[src/rtl/moxie_wb_arbiter_pkg.sv]
// Shared types for the moxie two-master Wishbone arbiter.
// State encodings, grant bit indices and counter sizing helper.
package moxie_wb_arbiter_pkg;

  typedef enum logic [1:0] {
    ARB_IDLE  = 2'd0,
    ARB_GNT_I = 2'd1,
    ARB_GNT_D = 2'd2
  } arb_state_t;

  localparam int ARB_I = 0;
  localparam int ARB_D = 1;

  // Watchdog counter is kept between 8 and 16 bits wide
  function automatic int cnt_width(input int limit);
    int w;
    w = $clog2(limit + 1);
    if (w < 8) w = 8;
    if (w > 16) w = 16;
    return w;
  endfunction

endpackage

[src/rtl/moxie_arb_watchdog.sv]
// Stall watchdog: counts stalled strobe cycles, flags expiry.
// Instantiated only when MOXIE_ARB_TIMEOUT_EN is defined.
module moxie_arb_watchdog
  import moxie_wb_arbiter_pkg::*;
#(
  parameter int TIMEOUT_CYCLES = 255
) (
  input  logic clk_i,
  input  logic rst_i,
  input  logic clr_i,
  input  logic stall_i,
  output logic expired_o
);

  localparam int CW = cnt_width(TIMEOUT_CYCLES);
  localparam logic [CW-1:0] LIMIT = CW'(TIMEOUT_CYCLES);

  logic [CW-1:0] cnt_q, cnt_d;

  assign expired_o = (cnt_q >= LIMIT);

  always_comb begin
    cnt_d = cnt_q;
    if (clr_i)
      cnt_d = '0;
    else if (stall_i && !expired_o)
      cnt_d = cnt_q + CW'(1);
  end

  always_ff @(posedge clk_i or negedge rst_i) begin
    if (!rst_i) cnt_q <= '0;
    else        cnt_q <= cnt_d;
  end

endmodule

[src/rtl/moxie_wb_arbiter.sv]
// Round-robin I/D Wishbone arbiter onto one slave port.
// Optional stall watchdog with err ports: MOXIE_ARB_TIMEOUT_EN.
module moxie_wb_arbiter
  import moxie_wb_arbiter_pkg::*;
#(
  parameter int AW = 32,
  parameter int DW = 32,
  parameter int TIMEOUT_CYCLES = 255
) (
  input  logic          clk_i,
  input  logic          rst_i,
  input  logic          wbi_cyc_i,
  input  logic          wbi_stb_i,
  input  logic [AW-1:0] wbi_adr_i,
  output logic [DW-1:0] wbi_dat_o,
  output logic          wbi_ack_o,
  input  logic          wbd_cyc_i,
  input  logic          wbd_stb_i,
  input  logic          wbd_we_i,
  input  logic [DW/8-1:0] wbd_sel_i,
  input  logic [AW-1:0] wbd_adr_i,
  input  logic [DW-1:0] wbd_dat_i,
  output logic [DW-1:0] wbd_dat_o,
  output logic          wbd_ack_o,
  output logic          wbs_cyc_o,
  output logic          wbs_stb_o,
  output logic          wbs_we_o,
  output logic [DW/8-1:0] wbs_sel_o,
  output logic [AW-1:0] wbs_adr_o,
  output logic [DW-1:0] wbs_dat_o,
  input  logic [DW-1:0] wbs_dat_i,
  input  logic          wbs_ack_i,
  output logic [1:0]    grant_o
`ifdef MOXIE_ARB_TIMEOUT_EN
  ,
  output logic          wbi_err_o,
  output logic          wbd_err_o
`endif
);

  localparam int SW = DW / 8;

  arb_state_t state_q, state_d;
  logic       last_q, last_d;
  logic       gnt_i, gnt_d;
  logic       tmo;

  assign gnt_i = (state_q == ARB_GNT_I);
  assign gnt_d = (state_q == ARB_GNT_D);

`ifdef MOXIE_ARB_TIMEOUT_EN
  logic wd_clr;
  logic wd_stall;

  assign wd_clr   = (state_q == ARB_IDLE) || (state_d != state_q) || wbs_ack_i;
  assign wd_stall = wbs_stb_o && !wbs_ack_i;

  moxie_arb_watchdog #(
    .TIMEOUT_CYCLES(TIMEOUT_CYCLES)
  ) u_wdog (
    .clk_i    (clk_i),
    .rst_i    (rst_i),
    .clr_i    (wd_clr),
    .stall_i  (wd_stall),
    .expired_o(tmo)
  );

  assign wbi_err_o = gnt_i && tmo;
  assign wbd_err_o = gnt_d && tmo;
`else
  logic unused_cfg;
  assign unused_cfg = (TIMEOUT_CYCLES != 0);
  assign tmo = 1'b0;
`endif

  // last_q: 0 = I granted last, 1 = D granted last
  always_comb begin
    state_d = state_q;
    last_d  = last_q;
    unique case (state_q)
      ARB_IDLE: begin
        if (wbi_cyc_i && wbd_cyc_i)
          state_d = last_q ? ARB_GNT_I : ARB_GNT_D;
        else if (wbi_cyc_i)
          state_d = ARB_GNT_I;
        else if (wbd_cyc_i)
          state_d = ARB_GNT_D;
      end
      ARB_GNT_I: begin
        if (!wbi_cyc_i || tmo) begin
          last_d  = 1'b0;
          state_d = (wbd_cyc_i && !tmo) ? ARB_GNT_D : ARB_IDLE;
        end
      end
      ARB_GNT_D: begin
        if (!wbd_cyc_i || tmo) begin
          last_d  = 1'b1;
          state_d = (wbi_cyc_i && !tmo) ? ARB_GNT_I : ARB_IDLE;
        end
      end
      default: state_d = ARB_IDLE;
    endcase
  end

  always_ff @(posedge clk_i or negedge rst_i) begin
    if (!rst_i) begin
      state_q <= ARB_IDLE;
      last_q  <= 1'b0;
    end else begin
      state_q <= state_d;
      last_q  <= last_d;
    end
  end

  always_comb begin
    wbs_cyc_o = 1'b0;
    wbs_stb_o = 1'b0;
    wbs_we_o  = 1'b0;
    wbs_sel_o = '0;
    wbs_adr_o = '0;
    wbs_dat_o = '0;
    if (gnt_i) begin
      wbs_cyc_o = wbi_cyc_i && !tmo;
      wbs_stb_o = wbi_stb_i && !tmo;
      wbs_sel_o = {SW{1'b1}};
      wbs_adr_o = wbi_adr_i;
    end else if (gnt_d) begin
      wbs_cyc_o = wbd_cyc_i && !tmo;
      wbs_stb_o = wbd_stb_i && !tmo;
      wbs_we_o  = wbd_we_i;
      wbs_sel_o = wbd_sel_i;
      wbs_adr_o = wbd_adr_i;
      wbs_dat_o = wbd_dat_i;
    end
  end

  assign wbi_ack_o = gnt_i && wbs_ack_i;
  assign wbd_ack_o = gnt_d && wbs_ack_i;
  assign wbi_dat_o = gnt_i ? wbs_dat_i : '0;
  assign wbd_dat_o = gnt_d ? wbs_dat_i : '0;

  assign grant_o[ARB_I] = gnt_i;
  assign grant_o[ARB_D] = gnt_d;

endmodule

[config.mk]
export PLATFORM = sky130hd
export DESIGN_NAME = moxie_wb_arbiter
export DESIGN_NICKNAME = d
export VERILOG_FILES = /design/src/rtl/moxie_wb_arbiter_pkg.sv /design/src/rtl/moxie_arb_watchdog.sv /design/src/rtl/moxie_wb_arbiter.sv
export SDC_FILE = /design/constraint.sdc
export NUM_CORES = 1
export LEC_CHECK = 0
export CORE_AREA = 2 2 109 111
export DETAILED_ROUTE_END_ITERATION = 10
export DIE_AREA = 0 0 111 113
export GPL_ROUTABILITY_DRIVEN = 0
export SYNTH_ARGS = -nofsm -noshare
export SYNTH_HDL_FRONTEND = slang
export SYNTH_HIERARCHICAL = 1
export SYNTH_SLANG_ARGS = --single-unit
[constraint.sdc]
create_clock -name clk_i -period 1.5 [get_ports clk_i]
set_input_delay 0.3 -clock clk_i [delete_from_list [all_inputs] [get_ports clk_i]]
set_output_delay 0.3 -clock clk_i [all_outputs]
set_load 0.005 [all_outputs]
==> results of run 1 <==
-- worst max-delay path, cell delays in order (launching register included) --
cell and delay (ps):
dfrtp_1 380, nor2b_4 150, buf_6 120, buf_6 120, buf_12 120, buf_6 110, buf_6 100, and2_4 140
buf_6 100
-- cells in the final DEF, fill, tap and decap left out, types with 4 or more instances in the layout --
cell type,Yosys,layout
clkdlybuf4s50_1,0,139
buf_6,4,100
and2_4,0,63
buf_2,1,62
and2_1,101,38
a22o_1,34,34
clkbuf_2,3,14
clkbuf_16,0,11
buf_4,8,11
buf_12,0,8
a21o_1,4,4
buf_8,0,4
-- state kept, by name, indices dropped and copies added (netlist names) --
name	cells
last_q	1
state_q	2
-- area by class of cell --
cell class              count  share of cell area [%]
inverters                   1                 0.07543
flip-flops and latches      3                   1.534
multi-input cells         149                   23.76
well taps                 143                   3.596
repair buffers            348                   69.45
clock buffers               4                   1.584
-- layer usage --
layer  global-route usage (%)  wire length [µm]  part of all wire [%]  vias up
met5                        0                 0                     0        -
met4                    2.833               118                   1.1        0
met3                    3.267               787                   7.3       11
met2                    26.99              5676                    52      152
met1                    15.80              4237                    39     1218
li1                         -                 -                     -     1254
-- Yosys cell counts --
library cell / count / share of area [%]
inv_1: 1 / 0.30
o22ai_1: 2 / 1.0
nor2_1: 2 / 0.60
and2_1: 101 / 51
buf_6: 4 / 3.6
nand2_1: 1 / 0.30
dfrtp_1: 3 / 6.0
clkbuf_2: 3 / 1.2
nor2_4: 1 / 0.91
buf_4: 8 / 4.8
buf_2: 1 / 0.40
nor2b_4: 1 / 1.1
clkbuf_1: 3 / 0.91
a22o_1: 34 / 24
a21o_1: 4 / 2.4
nor2b_1: 1 / 0.50
buf_1: 1 / 0.30
o21ai_0: 2 / 0.80
-- power groups by stage --
stage / sequential [mW] / clock, mW / combinational [mW]
6_report: 0.133 / 0.427 / 3.61
5_1_grt: 0.137 / 0.448 / 3.84
4_1_cts: 0.132 / 0.436 / 3.15
3_5_place_dp: 0.135 / 0 / 2.57
3_3_place_gp: 0.133 / 0 / 2.57
2_1_floorplan: 0.136 / 0 / 0.917
-- worst max path at each step --
stage / to / slack [ps] / cells past startpoint / startpoint
floorplan: wbd_dat_o[30] / 150 / 4 / state_q[1]$_DFFE_PN0P_
global placement: wbi_dat_o[8] / -380 / 5 / state_q[0]$_DFFE_PN0P_
detailed placement: wbi_dat_o[8] / -410 / 5 / state_q[0]$_DFFE_PN0P_
CTS: wbs_dat_o[28] / -620 / 5 / state_q[0]$_DFFE_PN0P_
global route: wbi_dat_o[20] / -430 / 9 / state_q[1]$_DFFE_PN0P_
finish: wbd_dat_o[16] / -390 / 8 / state_q[1]$_DFFE_PN0P_
-- through the flow --
step	setup slack [ps]	utilization, %	total power, mW	TNS [ps]	instance area, µm²
2_1_floorplan	153.5	-	1.053	0	1244
3_3_place_gp	-377.8	37.04	2.701	-43180	4175
3_5_place_dp	-410.0	37.04	2.708	-47710	4175
4_1_cts	-621.6	41.49	3.717	-53500	4677
5_1_grt	-432.2	44.14	4.427	-39380	4976
6_report	-385.2	44.14	4.173	-31230	4976
-- cells by family after synthesis --
kind of cell / after synthesis / synth area share, %
AO/OA/AOI/OAI: 42 / 28.17
flip-flops: 3 / 6.036
AND/OR/NAND/NOR: 107 / 54.23
buffers and inverters: 21 / 11.57
-- repair_timing --
action / 4_1_cts / 5_1_grt
gates resized for setup: 403 / 289
hold endpoints to repair: 0 / 0
gates cloned: 9 / 11
pin swaps: 22 / 38
setup buffers: 31 / 23
setup endpoints to repair: 139 / 139
==> results.sh, run 1 <==
export IMPL_status="finished with violations"
export IMPL_violations="setup timing"
export IMPL_core_mm2=0.01127
export IMPL_synth_cell_types=18
export IMPL_synth_yosys_seq_area_share_pct=6.036
export IMPL_grt_pass1_wl_mm=14.10
export IMPL_stdcell_count=648
export IMPL_clk_pin_slew_ps=30
export IMPL_slew_violations=0
export IMPL_end_kind="output port"
export IMPL_final_setup_viol_count=139
export IMPL_rr_endpoint="state_q[1]$_DFFE_PN0P_"
export IMPL_firstDrtPassIters=4
export IMPL_crit_type="register to output port"
export IMPL_slew_headroom_pct=89.66
export IMPL_place_hpwl_mm=6.979
export IMPL_num_antenna_cells=0
export IMPL_post_place_cells=582
export IMPL_nFillCells=1113
export IMPL_cts_tree="built"
export IMPL_ys_warnings_count=6
export IMPL_rsz0062_at_grt="yes"
export IMPL_vias_per_cell=4.066
export IMPL_synthCells=173
export IMPL_min_path_type="primary input to async pin"
export IMPL_critPathArrivalTime_ps=1590
export IMPL_wl_mm=10.82
export IMPL_fin_hold_ws_ps=257.5
export IMPL_rrSetupSlack_ps=410
export IMPL_setup_ws_ps=-385.2
export IMPL_vdd_drop_max_v=0.0005635
export IMPL_clock_path_buffers=2
export IMPL_cts_num_sinks=3
export IMPL_leakage_nw=2.446
export IMPL_die_h_um=113
export IMPL_ant_nets=0
export IMPL_r2r_start="state_q[1]$_DFFE_PN0P_"
export IMPL_start_util_pct=11.03
export IMPL_cts_buffers=3
export IMPL_clock_skew_ps=1.107
export IMPL_htreeDepth=1
export IMPL_num_rows=39
export IMPL_worstPathRequired_ps=1200
export IMPL_drv_cap=0
export IMPL_netSwitchingFraction_pct=31.81
export IMPL_cts_root_buf="clkbuf_16"
export IMPL_dieArea_mm2=0.01254
export IMPL_drtIter0Drc=100
export IMPL_grt_overflow=0
export IMPL_netlist_area_mm2=0.001244
export IMPL_drive_above_1_share_pct=55.25
export IMPL_crit_path_max_fanout=6
export IMPL_chipWidth_um=111
export IMPL_syn_avg_cell_area_um2=7.189
export IMPL_post_route_period_util_pct=125.7
export IMPL_clkLatencyLatePin_ps=220
export IMPL_max_freq_ghz=0.5305
export IMPL_start_kind="register"
export IMPL_p_sw_mw=1.328
export IMPL_drc=0
export IMPL_worstMarginPinSlew_ps=153.5
export IMPL_synth_seq_cells=3
export IMPL_port_buffers=278
export IMPL_antenna_found_initial=0
export IMPL_p_int_mw=2.846
export IMPL_io_pins=279
export IMPL_hold_buffers=0
export IMPL_r2r_cells=5
export IMPL_power_share_clock_pct=10.2
export IMPL_syn_num_nets=313
export IMPL_multi_input_area_mm2=0.001182
export IMPL_regArea_um2=76.32
export IMPL_grt_pass1_vias=2506
export IMPL_power_frac_seq_pct=3.2
export IMPL_finalHoldViolCount=0
export IMPL_finalCriticalPeriod_ps=1885
export IMPL_vias=2635
export IMPL_grt_max_degree=38
export IMPL_wl_per_cell_um=16.70
export IMPL_power_density_mw_per_mm2=838.7
export IMPL_track_usage_pct=14.04
export IMPL_syn_to_final_growth_pct=300.1
export IMPL_comb_power_share_pct=86.6
export IMPL_final_nets=646
Power figures use the tool's default switching activity.
==> inputs of run 2 (changes only) <==
--- a/config.mk
+++ b/config.mk
@@ -9,7 +9,8 @@
 export DETAILED_ROUTE_END_ITERATION = 10
 export DIE_AREA = 0 0 111 113
 export GPL_ROUTABILITY_DRIVEN = 0
+export HOLD_SLACK_MARGIN = 0.15
+export MAX_ROUTING_LAYER = met4
 export SYNTH_ARGS = -nofsm -noshare
 export SYNTH_HDL_FRONTEND = slang
-export SYNTH_HIERARCHICAL = 1
 export SYNTH_SLANG_ARGS = --single-unit
==> run 2 against run 1 <==
  * The flow still finishes with violations (setup timing)
  * Utilization did not move
  * Design area stayed put
  * Global-route usage rose by 0.42 points
  * Register-to-register slack hardly changed
  * Clock skew barely moved
  * Fmax about the same
  * Routed wire length rose by 0.74%
  * Final cell count stayed put
  * Sequential share of layout area unchanged
  * Critical endpoint unchanged
==> results.sh, run 2 <==
export IMPL_ys_flop_type="dfrtp_1"
export IMPL_place_area_mm2=0.004175
export IMPL_chipWidth_um=111
export IMPL_netlist_area_mm2=0.001244
export IMPL_cts_root_buf="clkbuf_16"
export IMPL_ys_warnings_count=0
export IMPL_crit_cells=8
export IMPL_synth_most_common_cell="and2_1"
export IMPL_final_setup_viol_count=139
export IMPL_syn_avg_cell_area_um2=7.189
export IMPL_syn_to_final_growth_pct=300.1
export IMPL_worstPathRequired_ps=1200
export IMPL_cts_tree="built"
export IMPL_finalHoldViolCount=0
export IMPL_synthArstFlopShare_pct=100.0
export IMPL_grt_pass1_wl_mm=14.06
export IMPL_worstMarginPinSlew_ps=153.5
export IMPL_dieArea_mm2=0.01254
export IMPL_cts_num_sinks=3
export IMPL_grt_pass1_vias=2507
export IMPL_rsz0062_at_grt="yes"
export IMPL_start_kind="register"
export IMPL_leakage_nw=2.446
export IMPL_setup_ws_ps=-386.0
export IMPL_syn_num_nets=313
export IMPL_cpPeakStageDelay_ps=380
export IMPL_worstPathCellList="nor2b_4, buf_6, buf_6, buf_12, buf_6, buf_6, and2_4, buf_6"
export IMPL_r2r_start="state_q[1]$_DFFE_PN0P_"
export IMPL_track_usage_pct=14.45
export IMPL_port_buffers=278
export IMPL_die_h_um=113
export IMPL_wl_per_cell_um=16.82
export IMPL_design_area_mm2=0.004976
export IMPL_crit_family="buffers and inverters"
export IMPL_htreeDepth=1
export IMPL_antenna_found_initial=0
export IMPL_clock_skew_ps=0.8976
export IMPL_post_route_period_util_pct=125.7
export IMPL_critPathBufInv=6
export IMPL_synthCells=173
export IMPL_num_antenna_cells=0
export IMPL_rr_endpoint="state_q[1]$_DFFE_PN0P_"
export IMPL_slew_headroom_pct=89.66
export IMPL_max_freq_ghz=0.5302
export IMPL_place_hpwl_mm=6.979
export IMPL_synth_commonest_cells="and2_1, a22o_1, buf_4"
export IMPL_status="finished with violations"
export IMPL_vdd_drop_max_v=0.0005644
export IMPL_rrSetupSlack_ps=410
export IMPL_drive_above_1_share_pct=55.25
export IMPL_synth_cell_types=18
export IMPL_start_util_pct=11.03
export IMPL_cts_buffers=3
export IMPL_timing_critical_path_mode_cell="buf_6"
export IMPL_crit_type="register to output port"
export IMPL_largest_register_ffs=2
export IMPL_violations="setup timing"
export IMPL_synth_yosys_seq_area_share_pct=6.036
export IMPL_finalCriticalPeriod_ps=1886
export IMPL_drc=0
export IMPL_wl_mm=10.90
export IMPL_vias=2633
export IMPL_clock_path_buffers=2
export IMPL_top_regs="state_q: 2 flops, last_q: 1 flops"
export IMPL_io_pins=279
export IMPL_slew_violations=0
export IMPL_core_mm2=0.01127
export IMPL_utilization_pct=44.14
export IMPL_clkLatencyLatePin_ps=230
export IMPL_synth_edf_count=0
export IMPL_vias_per_cell=4.063
export IMPL_mostFrequentLayoutCells="clkdlybuf4s50_1, buf_6, and2_4, buf_2, and2_1"
export IMPL_synth_top_area_share_pct=50.80
export IMPL_firstDrtPassIters=4
export IMPL_power_density_mw_per_mm2=839.0
export IMPL_clk_pin_slew_ps=30
export IMPL_synth_seq_cells=3
export IMPL_slowest_stage="dfrtp_1"
export IMPL_ant_nets=0
export IMPL_r2r_cells=5
export IMPL_grt_overflow=0
export IMPL_critPathArrivalTime_ps=1590
export IMPL_drv_cap=0
export IMPL_layout_commonest_cell="clkdlybuf4s50_1"
export IMPL_grt_max_degree=38
export IMPL_num_rows=39
export IMPL_min_path_type="primary input to async pin"
export IMPL_final_nets=646
export IMPL_crit_path_max_fanout=6
export IMPL_yosys_area_top_type="and2_1"
export IMPL_drtIter0Drc=82
export IMPL_crit_end="wbd_dat_o[16]"
export IMPL_top_register="state_q"
export IMPL_synthTopCellsByArea="and2_1, a22o_1, dfrtp_1"
export IMPL_cp_startpoint="state_q[1]$_DFFE_PN0P_"
export IMPL_end_kind="output port"
## run 2: cells by family after synthesis
kind of cell / count (synthesis) / synth area share (%)
and+or+nand+nor: 107 / 54.23
buffers and inverters: 21 / 11.57
DFF: 3 / 6.036
AOI/OAI and AO/OA: 42 / 28.17
## run 2: final cells by class
type / count / area, µm²
timing repair buffer: 348 / 3456
clock buffer: 4 / 78.83
sequential: 3 / 76.32
fill: 1113 / 6296
tap: 143 / 178.9
multi-input combinational: 149 / 1182
inverter: 1 / 3.754
## run 2: repair_timing
item | in CTS | in global routing
cloned | 9 | 11
resized for setup | 403 | 289
pin swaps | 22 | 38
hold buffers | 0 | 0
endpoints found under the setup margin | 139 | 139
buffers inserted | 31 | 23
## run 2: worst min-delay path by stage
stage	startpoint	to	slack [ps]	cells past startpoint
finish	rst_i	state_q[1]$_DFFE_PN0P_	260	1
global route	rst_i	state_q[1]$_DFFE_PN0P_	270	1
CTS	rst_i	state_q[1]$_DFFE_PN0P_	260	1
detailed placement	rst_i	state_q[1]$_DFFE_PN0P_	500	1
global placement	rst_i	state_q[0]$_DFFE_PN0P_	490	1
floorplan	rst_i	last_q$_DFFE_PN0P_	4	0
## run 2: where the power goes
group          leakage, nW  switching (mW)  internal, mW
Combinational         2.37            1.23          2.39
Clock               0.0382          0.0760         0.351
Sequential          0.0349          0.0242         0.108
## run 2: metal layers
layer | global-route usage [%] | vias to the layer above | part of all wire (%)
met5 | - | - | 0
met4 | 2.583 | 0 | 0.71
met3 | 2.250 | 7 | 5.8
met2 | 27.16 | 147 | 52
met1 | 16.39 | 1225 | 41
li1 | - | 1254 | -
## run 2: per-stage QoR
| stage | std cells | TNS, ps | hold slack, ps | power (mW) | setup WS [ps] |
|---|---|---|---|---|---|
| after CTS | 626 | -53500 | 259.8 | 3.717 | -621.6 |
| after global routing | 648 | -39450 | 266.0 | 4.429 | -432.6 |
| after global placement | 582 | -43180 | 494.3 | 2.701 | -377.8 |
| after floorplan | 173 | 0 | 4.409 | 1.053 | 153.5 |
| final | 648 | -31310 | 257.5 | 4.175 | -386.0 |
| after detailed placement | 582 | -47710 | 497.2 | 2.708 | -410.0 |
==> inputs of run 3 (changes only) <==
--- a/config.mk
+++ b/config.mk
@@ -5,12 +5,12 @@
 export SDC_FILE = /design/constraint.sdc
 export NUM_CORES = 1
 export LEC_CHECK = 0
-export CORE_AREA = 2 2 109 111
+export ABC_AREA = 1
+export CORE_AREA = 2 2 107 109
 export DETAILED_ROUTE_END_ITERATION = 10
-export DIE_AREA = 0 0 111 113
+export DIE_AREA = 0 0 109 111
 export GPL_ROUTABILITY_DRIVEN = 0
 export HOLD_SLACK_MARGIN = 0.15
-export MAX_ROUTING_LAYER = met4
 export SYNTH_ARGS = -nofsm -noshare
 export SYNTH_HDL_FRONTEND = slang
 export SYNTH_SLANG_ARGS = --single-unit
==> run 3 against run 2 <==
  * The run still ends with setup timing left
  * Area after synthesis increased by 2.3%
  * Hold slack improved by 7.8 ps
  * Fmax decreased by 2.0%
  * Sequential share of layout area decreased by 0.061 points
  * Combinational power increased by 93%
  * Sequential cell count unchanged
  * Routed wire length increased by 6.0%
  * Total power increased by 81%
  * Utilization increased by 2.6 points
  * Critical path depth unchanged
  * Clock power about the same
  * Highest routed layer unchanged
==> results.sh, run 3 <==
export IMPL_finalCriticalPeriod_ps=1925
export IMPL_synth_most_common_cell="nor2_1"
export IMPL_grt_max_degree=31
export IMPL_post_place_cells=677
export IMPL_synth_cell_types=15
export IMPL_r2r_cells=6
export IMPL_htreeDepth=1
export IMPL_antenna_found_initial=0
export IMPL_setup_ws_ps=-424.8
export IMPL_worstPathCellList="inv_4, nor2_4, buf_6, buf_12, buf_8, buf_6, a22o_1, buf_2"
export IMPL_start_kind="register"
export IMPL_vdd_drop_max_v=0.0008474
export IMPL_cts_buffers=3
export IMPL_synthCells=259
export IMPL_top_register="state_q"
export IMPL_min_path_type="primary input to async pin"
export IMPL_wl_per_cell_um=15.51
export IMPL_io_pins=279
export IMPL_yosys_area_top_type="nor2_1"
export IMPL_power_density_mw_per_mm2=1461
export IMPL_mostFrequentLayoutCells="clkdlybuf4s50_1, buf_2, inv_1, nor2_4, buf_6"
export IMPL_hold_buffers=0
export IMPL_clock_skew_ps=1.145
export IMPL_stdcell_count=745
export IMPL_worstMarginPinSlew_ps=201.0
export IMPL_fin_hold_ws_ps=265.3
export IMPL_netlist_area_mm2=0.001272
export IMPL_num_rows=39
export IMPL_end_kind="output port"
export IMPL_top_regs="state_q: 2 flops, last_q: 1 flops"
export IMPL_clkLatencyLatePin_ps=220
export IMPL_largest_register_ffs=2
export IMPL_leakage_nw=2.733
export IMPL_die_h_um=111
export IMPL_synth_commonest_cells="nor2_1, inv_1, a22o_1"
export IMPL_rr_endpoint="last_q$_DFFE_PN0P_"
export IMPL_cp_startpoint="state_q[0]$_DFFE_PN0P_"
export IMPL_dieArea_mm2=0.01210
export IMPL_slew_violations=0
export IMPL_syn_to_final_growth_pct=307.2
export IMPL_utilization_pct=46.78
export IMPL_cts_root_buf="clkbuf_16"
export IMPL_rrSetupSlack_ps=110
export IMPL_track_usage_pct=16.04
export IMPL_vias_per_cell=3.938
export IMPL_drtIter0Drc=53
export IMPL_critPathBufInv=6
export IMPL_num_antenna_cells=0
export IMPL_grt_overflow=0
export IMPL_crit_type="register to output port"
export IMPL_crit_end="wbs_adr_o[21]"
export IMPL_chipWidth_um=109
export IMPL_status="finished with violations"
export IMPL_ant_nets=0
export IMPL_post_route_period_util_pct=128.3
export IMPL_place_area_mm2=0.004272
export IMPL_core_mm2=0.01108
export IMPL_syn_avg_cell_area_um2=4.913
export IMPL_grt_pass1_vias=2814
export IMPL_rsz0062_at_grt="yes"
export IMPL_crit_path_max_fanout=5
export IMPL_synth_seq_cells=3
export IMPL_finalHoldViolCount=0
export IMPL_synthArstFlopShare_pct=100.0
export IMPL_port_buffers=278
export IMPL_wl_mm=11.56
export IMPL_crit_family="buffers and inverters"
export IMPL_place_hpwl_mm=7.453
export IMPL_final_setup_viol_count=138
export IMPL_cts_num_sinks=3
export IMPL_crit_cells=8
export IMPL_drc=0
export IMPL_drive_above_1_share_pct=52.16
export IMPL_firstDrtPassIters=4
export IMPL_clock_path_buffers=2
export IMPL_final_nets=743
export IMPL_slew_headroom_pct=86.58
export IMPL_violations="setup timing"
export IMPL_ys_warnings_count=0
export IMPL_design_area_mm2=0.005181
export IMPL_cpPeakStageDelay_ps=400
export IMPL_cts_tree="built"
export IMPL_ys_flop_type="dfrtp_1"
export IMPL_timing_critical_path_mode_cell="buf_6"
export IMPL_start_util_pct=11.49
export IMPL_synth_top_area_share_pct=30.38
export IMPL_syn_num_nets=399
export IMPL_clk_pin_slew_ps=30
export IMPL_vias=2934
export IMPL_max_freq_ghz=0.5195
export IMPL_slowest_stage="dfrtp_1"
export IMPL_r2r_start="state_q[1]$_DFFE_PN0P_"
export IMPL_worstPathRequired_ps=1200
export IMPL_synth_edf_count=0
export IMPL_critPathArrivalTime_ps=1620
export IMPL_grt_pass1_wl_mm=15.27
export IMPL_synth_yosys_seq_area_share_pct=5.900
export IMPL_synthTopCellsByArea="nor2_1, a22o_1, inv_1"
export IMPL_layout_commonest_cell="clkdlybuf4s50_1"
export IMPL_drv_cap=0
[run 3: final cells by class]
type,count,area [µm²]
fillers,1103,5896
repair buffers,359,3198
multi-input cells,163,1358
inverters,73,291.5
well taps,143,178.9
clock buffers,4,78.83
flip-flops and latches,3,76.32
[run 3: how the worst min path moves through the flow]
stage / start / to / slack [ps] / depth (start not counted)
floorplan: rst_i / last_q$_DFFE_PN0P_ / 4 / 0
detailed placement: rst_i / last_q$_DFFE_PN0P_ / 500 / 1
global placement: rst_i / last_q$_DFFE_PN0P_ / 500 / 1
CTS: rst_i / last_q$_DFFE_PN0P_ / 270 / 1
global route: rst_i / last_q$_DFFE_PN0P_ / 270 / 1
finish: rst_i / last_q$_DFFE_PN0P_ / 270 / 1
[run 3: repair_timing]
item	4_1_cts	5_1_grt
cloned	9	4
setup buffers	33	30
setup endpoints to repair	139	138
pin swaps	6	19
gates resized for setup	542	247
[run 3: cell families after synthesis]
kind of cell           Yosys count  synth area share (%)
flip-flops                       3                 5.900
AND/OR/NAND/NOR                127                 38.64
AO/OA/AOI/OAI                   36                 23.89
buffers and inverters           93                 31.56
[run 3: through the flow]
stage	power (mW)	setup slack (ps)	TNS, ps
floorplan	1.868	139.7	0
global placement	4.856	-317.3	-35980
detailed placement	4.896	-376.1	-40540
CTS	6.559	-470.6	-32070
global route	8.063	-475.3	-35690
finish	7.571	-424.8	-28970
[run 3: routing by layer]
layer | routed length [µm] | part of all wire, % | global-route usage, % | vias to the layer above
li1 | - | - | - | 1454
met1 | 4260 | 37 | 18.06 | 1347
met2 | 6313 | 55 | 30.56 | 123
met3 | 869 | 7.5 | 3.469 | 10
met4 | 114 | 0.99 | 2.564 | 0
met5 | 0 | 0 | 0 | -
[run 3: worst reg2reg max path: stages, from the launching register on]
cell and delay, ps:
dfrtp_2 450, nor2_4 200, inv_4 90, clkbuf_16 180, buf_4 150, o21ai_1 100, o21ai_0 100
[run 3: power breakdown]
part	switching (mW)	total, mW	internal (mW)
registers	0.0497	0.173	0.123
logic	3.02	6.97	3.95
clock network	0.0738	0.425	0.351
total	3.14	7.57	4.43
